**src/rtl/mem_arbiter_pkg.sv**
```systemverilog
// Shared types and constants for the instruction/data memory arbiter.
// State encodings are fixed 3-bit values so the core's debug taps stay stable.
package mem_arbiter_pkg;

  typedef enum logic [2:0] {
    ST_IDLE  = 3'd0,
    ST_D_ACC = 3'd1,
    ST_D_RSP = 3'd2,
    ST_I_ACC = 3'd3,
    ST_I_RSP = 3'd4
  } arb_state_e;

  localparam int MEM_LAT_DEF = 1;
  localparam int MEM_LAT_MIN = 1;
  localparam int MEM_LAT_MAX = 7;

  // Latency counter must hold the value MEM_LAT itself.
  function automatic int cnt_width(input int lat);
    return $clog2(lat + 1);
  endfunction

endpackage

```
**src/rtl/mem_arbiter.sv**
```systemverilog
// Shares one fixed-latency single-port RAM between instruction fetch and data access.
// Data wins contention; grants alternate from the response states so fetch never starves.
module mem_arbiter
  import mem_arbiter_pkg::*;
#(
  parameter int ADDR_WIDTH = 32,
  parameter int DATA_WIDTH = 32,
  parameter int MEM_LAT    = MEM_LAT_DEF
) (
  input  logic                  clk,
  input  logic                  rst,
  input  logic                  inst_ren,
  input  logic [ADDR_WIDTH-1:0] inst_addr,
  output logic [DATA_WIDTH-1:0] inst_data,
  output logic                  inst_stall,
  input  logic                  mem_ren,
  input  logic                  mem_wen,
  input  logic [ADDR_WIDTH-1:0] mem_addr,
  input  logic [DATA_WIDTH-1:0] mem_dout,
  output logic [DATA_WIDTH-1:0] mem_din,
  output logic                  mem_stall,
  output logic                  ram_en,
  output logic                  ram_we,
  output logic [ADDR_WIDTH-1:0] ram_addr,
  output logic [DATA_WIDTH-1:0] ram_wdata,
  input  logic [DATA_WIDTH-1:0] ram_rdata
);

  localparam int              CNT_W  = cnt_width(MEM_LAT);
  localparam logic [CNT_W-1:0] RD_CNT = CNT_W'(MEM_LAT);
  localparam logic [CNT_W-1:0] ONE    = CNT_W'(1);

  if (MEM_LAT < MEM_LAT_MIN || MEM_LAT > MEM_LAT_MAX) begin : g_lat_check
    $error("mem_arbiter: MEM_LAT out of range 1..7");
  end

  arb_state_e       state;
  arb_state_e       state_nxt;
  logic [CNT_W-1:0] cnt;
  logic             data_req;
  logic             in_acc;
  logic             acc_done;
  logic             start_d;
  logic             start_i;

  assign data_req   = mem_ren | mem_wen;
  assign in_acc     = (state == ST_D_ACC) || (state == ST_I_ACC);
  assign acc_done   = (cnt == '0);
  assign mem_stall  = data_req & (state != ST_D_RSP);
  assign inst_stall = inst_ren & (state != ST_I_RSP);

  always_ff @(posedge clk) begin
    if (rst) begin
      state <= ST_IDLE;
    end else begin
      state <= state_nxt;
    end
  end

  // Each response state hands the RAM to the other side first, giving alternation.
  always_comb begin
    state_nxt = state;
    start_d   = 1'b0;
    start_i   = 1'b0;
    case (state)
      ST_IDLE: begin
        if (data_req) begin
          start_d = 1'b1;
        end else if (inst_ren) begin
          start_i = 1'b1;
        end
      end
      ST_D_ACC: begin
        if (acc_done) begin
          state_nxt = ST_D_RSP;
        end
      end
      ST_I_ACC: begin
        if (acc_done) begin
          state_nxt = ST_I_RSP;
        end
      end
      ST_D_RSP: begin
        if (inst_ren) begin
          start_i = 1'b1;
        end else begin
          state_nxt = ST_IDLE;
        end
      end
      ST_I_RSP: begin
        if (data_req) begin
          start_d = 1'b1;
        end else begin
          state_nxt = ST_IDLE;
        end
      end
      default: state_nxt = ST_IDLE;
    endcase
    if (start_d) begin
      state_nxt = ST_D_ACC;
    end else if (start_i) begin
      state_nxt = ST_I_ACC;
    end
  end

  // RAM request registers and latency counter; a write needs no wait cycles.
  always_ff @(posedge clk) begin
    if (rst) begin
      cnt       <= '0;
      ram_en    <= 1'b0;
      ram_we    <= 1'b0;
      ram_addr  <= '0;
      ram_wdata <= '0;
    end else begin
      ram_en <= start_d | start_i;
      if (start_d) begin
        ram_we    <= mem_wen;
        ram_addr  <= mem_addr;
        ram_wdata <= mem_dout;
        cnt       <= mem_wen ? '0 : RD_CNT;
      end else if (start_i) begin
        ram_we    <= 1'b0;
        ram_addr  <= inst_addr;
        ram_wdata <= '0;
        cnt       <= RD_CNT;
      end else if (in_acc) begin
        if (!acc_done) begin
          cnt <= cnt - ONE;
        end else begin
          ram_we <= 1'b0;
        end
      end
    end
  end

  // Read data is sampled in the last access cycle and held until the next read on that side.
  always_ff @(posedge clk) begin
    if (rst) begin
      inst_data <= '0;
      mem_din   <= '0;
    end else begin
      if ((state == ST_D_ACC) && acc_done && !ram_we) begin
        mem_din <= ram_rdata;
      end
      if ((state == ST_I_ACC) && acc_done) begin
        inst_data <= ram_rdata;
      end
    end
  end

endmodule

```
**config.mk**
```make
export PLATFORM = sky130hd
export DESIGN_NAME = mem_arbiter
export DESIGN_NICKNAME = d
export VERILOG_FILES = /design/src/rtl/mem_arbiter_pkg.sv /design/src/rtl/mem_arbiter.sv
export SDC_FILE = /design/constraint.sdc
export NUM_CORES = 1
export LEC_CHECK = 0
export CORE_MARGIN = 4
export CORE_UTILIZATION = 42
export CTS_BUF_LIST = sky130_fd_sc_hd__clkbuf_4 sky130_fd_sc_hd__clkbuf_8
export DETAILED_ROUTE_END_ITERATION = 8
export PLACE_DENSITY = 0.92
export SLEW_MARGIN = 20
export SYNTH_ARGS = -nofsm -noshare
export SYNTH_HDL_FRONTEND = slang
export SYNTH_SLANG_ARGS = --single-unit
```
**constraint.sdc**
```tcl
create_clock -name clk -period 2.1 [get_ports clk]
set_clock_uncertainty 0.15 [all_clocks]
set_input_delay 0.21 -clock clk [delete_from_list [all_inputs] [get_ports clk]]
set_output_delay 0.21 -clock clk [all_outputs]
set_load 0.01 [all_outputs]
```
==> summary.txt <==
Critical path
  • CP arrival: 1.49 ns
  • Crit-path leading delay family: buffers and inverters
  • Worst Path Buf+Inv: 2
  • Crit Path Class: flop to output port
  • Cell Chain, Critical Path: buf_4 > nor2_1 > a21boi_1 > dlygate4sd2_1
  • Worst-path fanout max: 10
  • Max incr delay on CP: 0.34 ns
  • Required @ worst endpoint: 1.74 ns
  • Crit end category: output port
  • Worst setup SP type: flop
  • Slowest CP cell: dfxtp_1

GRT
  • Met1 Resource Use GR: between 20% and 30%
  • Grt ovf: 0
  • Grt met2 use: 36.9%
  • Pin count of the biggest net entering global routing: 68
  • Gr usage total: 21.3%
  • Met3 GRT Util: 7.55%
  • Vias in the first global route: 5211
  • Grt peak-use layer: met2
  • Antenna violations before repair: 0
  • First-pass GRT wire length: 25400 um

Floorplan
  • Area of the core: around 13000 um^2
  • Ports: 265
  • Die outline area: 15200 um^2
  • Die H: 123 um
  • Starting Density: 43.5%
  • Row count: 41
  • Die W: 123 um

Route
  • DR iter-0 viols: around 240
  • 1st-pass router iterations: 4
  • Number of remaining DRC errors: 0
  • WL/cell: 15.5 um
  • Final WL: around 17000 um
  • Total vias in the final route: ~5400
  • Vias per std cell: 5.04
  • Antenna Nets Post-Route: 0

CTS
  • Worst-path clk slew: 0.07 ns
  • TritonCTS clock tree: yes
  • Clk Tree Root Cell: clkbuf_8
  • CTS max path bufs: 2
  • CTS buffer count: 17
  • Setup Fix Bufs, Post-CTS: 0
  • Insertion delay to the later sink of the worst-skew pair: around 0.42 ns
  • Post-CTS Hold Fix Bufs: 0
  • Sink Count: 134
  • H-tree depth: 4

Power
  • Cell Pwr Density: between 700 and 800 nW/um^2
  • Leak: 0.00335 uW
  • Max IR drop VDD: 0.000392 V

Place
  • Place WS: ~0.11 ns
  • GPL Wtd Cong: ~0.8
  • IO Port Bufs: 264
  • HPWL after detailed placement: 12000 um

Synth
  • Post-synthesis cell area: ~5600 um^2
  • Synth cell types: 31
  • Cells after Synth: 640
  • Seq cells post-synth: 134
  • Synth Warn #: 0
  • Yosys top cell by area: dfxtp_1
  • Synth top area share: 48.1%
  • Post-synthesis sequential area ratio: 48.1%
  • Syn_area_per_cell: 8.71 um^2
  • Post-synthesis net count: 773
  • Top cells by area, synth: dfxtp_1, nand2b_1, nand2_1

STA
  • Final Critical Period: between 1.5 and 2 ns
  • Final Slew Violations: 0
  • Fin. Hold Viols: 0
  • F_max: 0.541 GHz
  • Final setup violation count: 0
  • Max transition margin: 74.7%
  • Fin worst setup slack: 0.250 ns
  • Crit share post-route: 88.1%
  • Setup TNS: 0 ns
  • RSZ-0062 raised after global routing: false
  • Worst slew pin tran: ~0.38 ns

Cells and area
  • Nets@finish: 1017
  • Area grow syn2layout: 58.2%
  • Ant. Diodes: 0
  • Layout cells sized above 1: 7.02%

Flow run
  • Max cap viols: 0

Outcome
  • Outcome: complete, no violations

Worst hold path
  • Class of the worst hold path: input pin to flop
## kinds of logic (layout without fill, tap and decap cells)
family / Yosys count / after routing / synth area share (%)
AO/OA/AOI/OAI: 109 / 109 / 14.4
XOR/XNOR: 1 / 1 / 0.157
AND/OR/NAND/NOR: 270 / 270 / 23.9
multiplexers: 32 / 32 / 5.74
flip-flops: 134 / 134 / 48.1
buffers and inverters: 94 / 351 / 7.76
## worst reg2reg max path, stage by stage (launching register included)
cell and delay [ns]:
dfxtp_1 0.34, or3b_1 0.37, or3_2 0.45, buf_12 0.20
mux2i_1 0.19
## synthesized netlist by cell type (all sizes together)
| cell | instances |
|---|---|
| a211oi | 1 |
| a21boi | 1 |
| a21o | 1 |
| a21oi | 35 |
| a311oi | 32 |
| a31oi | 2 |
| buf | 20 |
| clkbuf | 41 |
| dfxtp | 134 |
| inv | 33 |
| mux2i | 32 |
| nand2 | 130 |
| nand2b | 96 |
| nand3b | 1 |
| nand4bb | 1 |
| nor2 | 4 |
| nor3 | 32 |
| nor3b | 1 |
| nor4bb | 1 |
| o2111ai | 1 |
| o211ai | 1 |
| o21ai | 3 |
| o32ai | 32 |
| or2 | 1 |
| or3 | 1 |
| or3b | 2 |
| xnor2 | 1 |
## state kept, by name (all words and copies together) (netlist names)
name,flops
inst_data,32
ram_wdata,32
ram_en,1
cnt,1
ram_we,1
mem_din,32
state,3
ram_addr,32
## final cells by class
type,count,area [um^2]
fillers,958,4000
clock buffers,24,312
repair buffers,286,2920
well taps,172,215
clock inverters,8,72.6
multi-input cells,412,2500
inverters,33,124
flip-flops and latches,134,2680
## where the power goes
group	leakage [uW]	internal, uW	switching (uW)
logic	0.00206	945	770
clock network	0.000195	1090	940
registers	0.00110	2780	129
## cell usage in the layout (no fill, tap or decap), types with 3 or more instances in the layout
master	count
a21oi_1	35
a311oi_1	32
buf_12	9
buf_4	14
clkbuf_4	3
clkbuf_8	21
clkdlybuf4s50_1	261
clkinv_2	4
clkinvlp_4	3
dfxtp_1	133
inv_1	33
mux2i_1	32
nand2_1	130
nand2b_1	96
nor2_1	3
nor3_1	32
o32ai_1	32
## final timing paths
check	startpoint	end	slack (ns)	cells after the start
max	state[0]$_SDFFE_PP0P_	inst_stall	0.25	4
min	rst	inst_data[11]$_SDFFE_PP0P_	0.06	2
max reg2reg	state[0]$_SDFFE_PP0P_	mem_din[1]$_SDFFE_PP0P_	0.29	4
min reg2reg	inst_data[20]$_SDFFE_PP0P_	inst_data[20]$_SDFFE_PP0P_	0.30	2
## timing repair
item / CTS / global route
setup endpoints to repair: 2 / 0
resized for setup: 4 / 0
endpoints found under the hold margin: 0 / 0
## through the flow
| step | instance area [um^2] | util, % | hold slack (ns) | power, uW | instances |
|---|---|---|---|---|---|
| 6_report | 8820 | 68.8 | 0.0557 | 6660 | 1069 |
| 5_1_grt | 8820 | 68.8 | 0.0276 | 6990 | 1069 |
| 4_1_cts | 8820 | 68.8 | 0.0181 | 6730 | 1069 |
| 3_5_place_dp | 8440 | 65.8 | 0.297 | 4680 | 1037 |
| 3_3_place_gp | 8440 | 65.8 | 0.291 | 4650 | 1037 |
| 2_1_floorplan | 5580 | - | 0.196 | 3740 | 640 |
## per-layer routing
| metal | share of wire, % | routed length, um |
|---|---|---|
| met3 | 9.3 | 1550 |
| met4 | 1.4 | 232 |
| met2 | 50 | 8270 |
| met1 | 39 | 6560 |
| met5 | 0 | 0 |
No activity file was read; power rests on OpenSTA's default activity.
